## config.mk

```make
export PLATFORM = sky130hd
export DESIGN_NAME = axilite_csr_slave
export DESIGN_NICKNAME = d
export VERILOG_FILES = /design/src/rtl/axilite_csr_slave.sv
export SDC_FILE = /design/constraint.sdc
export NUM_CORES = 1
export LEC_CHECK = 0
export BUFFER_PORTS_ARGS = -buffer_cell sky130_fd_sc_hd__buf_2
export CORE_MARGIN = 5
export CORE_UTILIZATION = 35
export CTS_CLUSTER_DIAMETER = 30
export DETAILED_ROUTE_END_ITERATION = 8
export GPL_TIMING_DRIVEN = 0
export PLACE_DENSITY_LB_ADDON = 0.15
export SLEW_MARGIN = 30
export SYNTH_ARGS = -nofsm -noshare
export SYNTH_HDL_FRONTEND = slang
export SYNTH_SLANG_ARGS = --single-unit
```

## constraint.sdc

```tcl
create_clock -name clk -period 47.9 [get_ports clk]
set_input_delay 2.395 -clock clk [delete_from_list [all_inputs] [get_ports clk]]
set_output_delay 2.395 -clock clk [all_outputs]
set_load 0.02 [all_outputs]
```

## src/rtl/axilite_csr_slave.sv

```systemverilog
// axilite_csr_slave: AXI4-Lite responder for a bank of 32-bit CSRs with flat register output and per-register write pulses.
module axilite_csr_slave #(
  parameter int unsigned ADDR_WIDTH = 32,
  parameter int unsigned DATA_WIDTH = 32,
  parameter int unsigned NUM_REGS = 16,
  parameter logic [ADDR_WIDTH-1:0] BASE_ADDR = '0
) (
  input  logic                           clk,
  input  logic                           rst,
  input  logic                           s_axilite_awvalid_i,
  output logic                           s_axilite_awready_o,
  input  logic [ADDR_WIDTH-1:0]          s_axilite_awaddr_i,
  input  logic [2:0]                     s_axilite_awprot_i,
  input  logic                           s_axilite_wvalid_i,
  output logic                           s_axilite_wready_o,
  input  logic [DATA_WIDTH-1:0]          s_axilite_wdata_i,
  input  logic [DATA_WIDTH/8-1:0]        s_axilite_wstrb_i,
  output logic                           s_axilite_bvalid_o,
  input  logic                           s_axilite_bready_i,
  output logic [1:0]                     s_axilite_bresp_o,
  input  logic                           s_axilite_arvalid_i,
  output logic                           s_axilite_arready_o,
  input  logic [ADDR_WIDTH-1:0]          s_axilite_araddr_i,
  input  logic [2:0]                     s_axilite_arprot_i,
  output logic                           s_axilite_rvalid_o,
  input  logic                           s_axilite_rready_i,
  output logic [DATA_WIDTH-1:0]          s_axilite_rdata_o,
  output logic [1:0]                     s_axilite_rresp_o,
  output logic [DATA_WIDTH*NUM_REGS-1:0] regs_o,
  output logic [NUM_REGS-1:0]            wr_pulse_o
);
  localparam int unsigned IW = NUM_REGS > 1 ? $clog2(NUM_REGS) : 1;
  localparam int unsigned SB = DATA_WIDTH / 8;
  localparam logic [ADDR_WIDTH-3:0] NR = (ADDR_WIDTH-2)'(NUM_REGS);
  localparam logic [1:0] W_IDLE = 2'd0, W_HAVE_AW = 2'd1, W_HAVE_W = 2'd2, W_RESP = 2'd3;
  localparam logic R_IDLE = 1'b0, R_RESP = 1'b1;
  logic [1:0] w_state_q, w_state_d;
  logic r_state_q, r_state_d;
  logic [ADDR_WIDTH-1:0] awaddr_q, awaddr_d;
  logic [DATA_WIDTH-1:0] wdata_q, wdata_d, rdata_q, rdata_d;
  logic [SB-1:0] wstrb_q, wstrb_d;
  logic [1:0] bresp_q, bresp_d, rresp_q, rresp_d;
  logic [DATA_WIDTH*NUM_REGS-1:0] regs_q, regs_d;
  logic [NUM_REGS-1:0] pulse_q, pulse_d;
  logic aw_hs, w_hs, ar_hs, commit, aw_hit, ar_hit;
  logic [ADDR_WIDTH-1:0] aw_addr, aw_off, ar_off;
  logic [DATA_WIDTH-1:0] w_data;
  logic [SB-1:0] w_strb;
  logic [IW-1:0] widx, ridx;
  logic unused;
  assign s_axilite_awready_o = w_state_q == W_IDLE || w_state_q == W_HAVE_W;
  assign s_axilite_wready_o  = w_state_q == W_IDLE || w_state_q == W_HAVE_AW;
  assign s_axilite_bvalid_o  = w_state_q == W_RESP;
  assign s_axilite_arready_o = r_state_q == R_IDLE;
  assign s_axilite_rvalid_o  = r_state_q == R_RESP;
  assign s_axilite_bresp_o   = bresp_q;
  assign s_axilite_rdata_o   = rdata_q;
  assign s_axilite_rresp_o   = rresp_q;
  assign regs_o              = regs_q;
  assign wr_pulse_o          = pulse_q;
  assign aw_hs   = s_axilite_awvalid_i && s_axilite_awready_o;
  assign w_hs    = s_axilite_wvalid_i && s_axilite_wready_o;
  assign ar_hs   = s_axilite_arvalid_i && s_axilite_arready_o;
  // The half arriving this cycle bypasses its latch so commit lands on the accepting edge.
  assign aw_addr = aw_hs ? s_axilite_awaddr_i : awaddr_q;
  assign w_data  = w_hs ? s_axilite_wdata_i : wdata_q;
  assign w_strb  = w_hs ? s_axilite_wstrb_i : wstrb_q;
  assign commit  = (aw_hs || w_state_q == W_HAVE_AW) && (w_hs || w_state_q == W_HAVE_W);
  assign aw_off  = aw_addr - BASE_ADDR;
  assign ar_off  = s_axilite_araddr_i - BASE_ADDR;
  assign aw_hit  = aw_addr >= BASE_ADDR && aw_off[ADDR_WIDTH-1:2] < NR;
  assign ar_hit  = s_axilite_araddr_i >= BASE_ADDR && ar_off[ADDR_WIDTH-1:2] < NR;
  assign widx    = aw_off[IW+1:2];
  assign ridx    = ar_off[IW+1:2];
  assign unused  = ^{s_axilite_awprot_i, s_axilite_arprot_i, aw_off[1:0], ar_off[1:0]};
  always_comb begin
    awaddr_d  = aw_hs ? s_axilite_awaddr_i : awaddr_q;
    wdata_d   = w_data;
    wstrb_d   = w_strb;
    w_state_d = commit ? W_RESP :
                w_state_q == W_RESP ? (s_axilite_bready_i ? W_IDLE : W_RESP) :
                aw_hs ? W_HAVE_AW : w_hs ? W_HAVE_W : w_state_q;
    bresp_d   = commit ? (aw_hit ? 2'b00 : 2'b10) : bresp_q;
    r_state_d = ar_hs ? R_RESP : (r_state_q == R_RESP && s_axilite_rready_i) ? R_IDLE : r_state_q;
    rdata_d   = ar_hs ? (ar_hit ? regs_q[DATA_WIDTH*ridx +: DATA_WIDTH] : '0) : rdata_q;
    rresp_d   = ar_hs ? (ar_hit ? 2'b00 : 2'b10) : rresp_q;
    regs_d    = regs_q;
    pulse_d   = '0;
    if (commit && aw_hit) begin
      pulse_d[widx] = 1'b1;
      for (int k = 0; k < SB; k++)
        if (w_strb[k]) regs_d[DATA_WIDTH*widx + 8*k +: 8] = w_data[8*k +: 8];
    end
  end
  always_ff @(posedge clk or posedge rst) begin
    if (rst) begin
      w_state_q <= W_IDLE;
      r_state_q <= R_IDLE;
      awaddr_q  <= '0;
      wdata_q   <= '0;
      wstrb_q   <= '0;
      bresp_q   <= '0;
      rdata_q   <= '0;
      rresp_q   <= '0;
      regs_q    <= '0;
      pulse_q   <= '0;
    end else begin
      w_state_q <= w_state_d;
      r_state_q <= r_state_d;
      awaddr_q  <= awaddr_d;
      wdata_q   <= wdata_d;
      wstrb_q   <= wstrb_d;
      bresp_q   <= bresp_d;
      rdata_q   <= rdata_d;
      rresp_q   <= rresp_d;
      regs_q    <= regs_d;
      pulse_q   <= pulse_d;
    end
  end
endmodule
```

==> results.py <==
metrics = {
    "yosys": {
        "synth_top_area_cell": "dfrtp_1",
        "synth_commonest_cells": "dfrtp_1 (631), mux2_2 (377), nand2_1 (283), nor2_1 (185), mux4_2 (160)",
        "syn_area_mm2": 0.02963,
        "synth_area_leaders": "dfrtp_1 (53%), mux2_2 (14%), mux4_2 (12%)",
        "synth.avg_cell_area_um2": 13.08,
        "async_flop_share": 1.000,
        "synth_top_cell_area_share": 0.5330,
        "synth_seq_area_share": 0.5330,
        "synth-main-ff-cell": "dfrtp_1",
        "synth.most_common_cell": "dfrtp_1",
        "synth_edf_count": 0,
        "synth_seq_cells": 631,
        "netlist_instances": 2265,
        "ys.warnings.count": 0,
        "synth_cell_types": 63,
    },
    "routing": {
        "drc": 0,
        "vias": 23890,
        "wire_per_inst_um": 30.46,
        "antenna_left": 0,
        "drt-vias-per-instance": 5.456,
        "firstDrtPassIters": 5,
        "dr.first_iter.drc_count": 1829,
        "route.final.wire_length_mm": 133.3,
    },
    "power": {
        "leakage_nw": 20.95,
        "max-vdd-ir-drop_uv": 40.70,
        "cellPowerDensity_mw_per_mm2": 51.18,
    },
    "critical_path": {
        "setup.worst_path.start": "s_axilite_awvalid_i",
        "setup.worst_path.end": "regs_o[451]",
        "reg2reg_depth": 13,
        "r2r_slack_ns": 42.10,
        "arrival_ns": 7.74,
        "critPathMaxFanout": 11,
        "critPathCaptureType": "flop",
        "r2r-end": "regs_o[451]",
        "cp.required_ns": 48.53,
        "start_kind": "input pin",
        "timing_worst_setup_path_type": "in2reg",
        "worstReg2RegStart": "w_state_q[0]",
    },
    "die": {
        "std_cell_rows": 106,
        "initial_core_util": 0.3534,
        "coreArea_mm2": 0.08382,
        "io_pins": 682,
        "die_area_mm2": 0.09056,
        "die_w_um": 300.9,
        "die_h_um": 300.9,
    },
    "grt": {
        "grt_usage": 0.2882,
        "grt_overflow": 0,
        "grt_max_degree": 95,
        "grt_pass1_vias": 25280,
        "grt_antenna_before_repair": 14,
        "grt_pass1_wl_mm": 187.0,
    },
    "timing": {
        "finalHoldViolCount": 0,
        "final.setup.worst_slack_ns": 40.79,
        "clock.fmax_ghz": 0.1407,
        "slew_violations": 0,
        "rsz0062_at_grt": "no",
        "finalCriticalPeriod_ns": 7.107,
        "slew_headroom": 0.2943,
        "fin_skew_ns": 0.04045,
        "post-route-period-util": 0.1484,
        "fin_tns_setup_ns": 0,
        "tightest_slew_ns": 1.057,
        "finalSetupViolCount": 0,
    },
    "clock_network": {
        "htree_levels": 4,
        "root_buffer": "clkbuf_16",
        "cts_sinks": 631,
        "clock_latency_ns": 0.73,
        "cts-buffers-inserted": 158,
        "cts.clk_slew.worst_paths_ns": 0.04,
        "cts_tree": "done",
        "post_cts_resized": 0,
        "cts_setup_buffers": 0,
        "clk_path_buf_depth": 3,
        "cts_hold_buf": 0,
    },
    "final_layout": {
        "drive_gt1_frac": 0.5066,
        "fillCellCount": 7624,
        "syn_to_final_growth_pct": 36.79,
        "layoutNonFillerInstCount": 4378,
        "fin_util": 0.4835,
        "final_nets": 3229,
    },
    "worst_hold_path": {
        "hold_class": "reg2reg",
    },
    "placed_design": {
        "gp_congestion": 0.8781,
        "placed_cells": 4082,
        "io_buffers": 666,
        "pre_cts_slack_ns": 40.08,
        "dp_hpwl_mm": 96.09,
    },
    "outcome": {
        "outcome": "complete, no violations",
    },
    "job": {
        "drv_cap": 0,
    },
}
==> layer usage <==
layer	global-route usage	vias up	part of all wire
li1	-	9911	-
met1	0.3612	12490	0.39
met2	0.4727	1175	0.48
met3	0.07628	300	0.082
met4	0.1259	10	0.043
met5	0	-	0.00052
==> critical path: stages <==
cell      delay, ns
buf_2          0.13
nand2b_4       0.13
buf_4          0.24
clkbuf_1       0.43
mux2i_1        0.40
clkbuf_1       0.74
ha_1           0.57
ha_1           0.45
nor2_1         0.41
and3_1         0.23
nand4_2        0.46
or3b_1         0.52
clkbuf_1       0.35
o21ai_1        0.25
==> layout by cell type, fill, tap and decap left out, types with 21 or more instances in the layout <==
cell type  instances
mux2i_1           26
mux4_2           160
nand4_1           25
o21ai_0          130
clkbuf_8          21
clkbuf_1          66
nor2_1           184
inv_1             76
clkinv_2          27
nand2_1          283
bufinv_16         24
and3_1            21
clkbuf_2          21
dfrtp_1          631
mux2_2           377
clkbuf_16        164
nor3_1            27
mux2_1            25
buf_2            700
==> kinds of logic after synthesis <==
family,share of synthesized area
AOI/OAI and AO/OA,0.02982
adders and majority gates,0.003379
buffers and inverters,0.02804
DFF,0.5330
muxes,0.2941
other,0.0001266
and+or+nand+nor,0.1115
==> sequential cells by signal (all words and copies together) (netlist names) <==
| signal | flops |
|---|---|
| wr_pulse_o | 16 |
| w_state_q | 2 |
| wstrb_q | 4 |
| s_axilite_rdata_o | 32 |
| wdata_q | 32 |
| regs_o | 512 |
| s_axilite_bresp_o | 1 |
| s_axilite_rvalid_o | 1 |
| s_axilite_rresp_o | 1 |
| awaddr_q | 30 |
==> final cells by class <==
| class | instances | area (um^2) | share of cell area |
|---|---|---|---|
| flip-flops and latches | 631 | 15790 | 0.3896 |
| multi-input cells | 1438 | 13070 | 0.3225 |
| clock buffers | 203 | 4461 | 0.1101 |
| repair buffers | 682 | 3671 | 0.09059 |
| well taps | 1134 | 1419 | 0.03501 |
| clock inverters | 86 | 1216 | 0.03001 |
| plain buffers | 118 | 578.1 | 0.01426 |
| inverters | 79 | 304.0 | 0.007503 |
| diodes | 7 | 17.52 | 0.0004323 |
==> stage by stage <==
step | total power (W) | hold slack (ns) | cell area (um^2)
2_1_floorplan | 0.0007975 | 0.4369 | 29630
3_3_place_gp | 0.0009369 | 0.4562 | 34380
3_5_place_dp | 0.0009530 | 0.4627 | 34830
4_1_cts | 0.002085 | 0.4757 | 40500
5_1_grt | 0.002148 | 0.4926 | 40510
6_report | 0.002074 | 0.4710 | 40520
==> power breakdown <==
group	switching, W	internal, W	total (W)	leakage, nW
clock	0.000341	0.000784	0.00113	2.76
sequential	0.0000148	0.000564	0.000579	8.67
combinational	0.000289	0.0000807	0.000370	9.52
total	0.000645	0.00143	0.00207	21.0
==> worst min-delay path by stage <==
stage / start / endpoint / cells after the start
6_report: s_axilite_rdata_o[29] / s_axilite_rdata_o[29] / 2
3_3_place_gp: awaddr_q[12] / awaddr_q[12] / 2
5_1_grt: awaddr_q[17] / awaddr_q[17] / 2
4_1_cts: awaddr_q[9] / awaddr_q[9] / 2
2_1_floorplan: awaddr_q[18] / awaddr_q[18] / 2
3_5_place_dp: awaddr_q[29] / awaddr_q[29] / 2
Power figures use the tool's default switching activity.
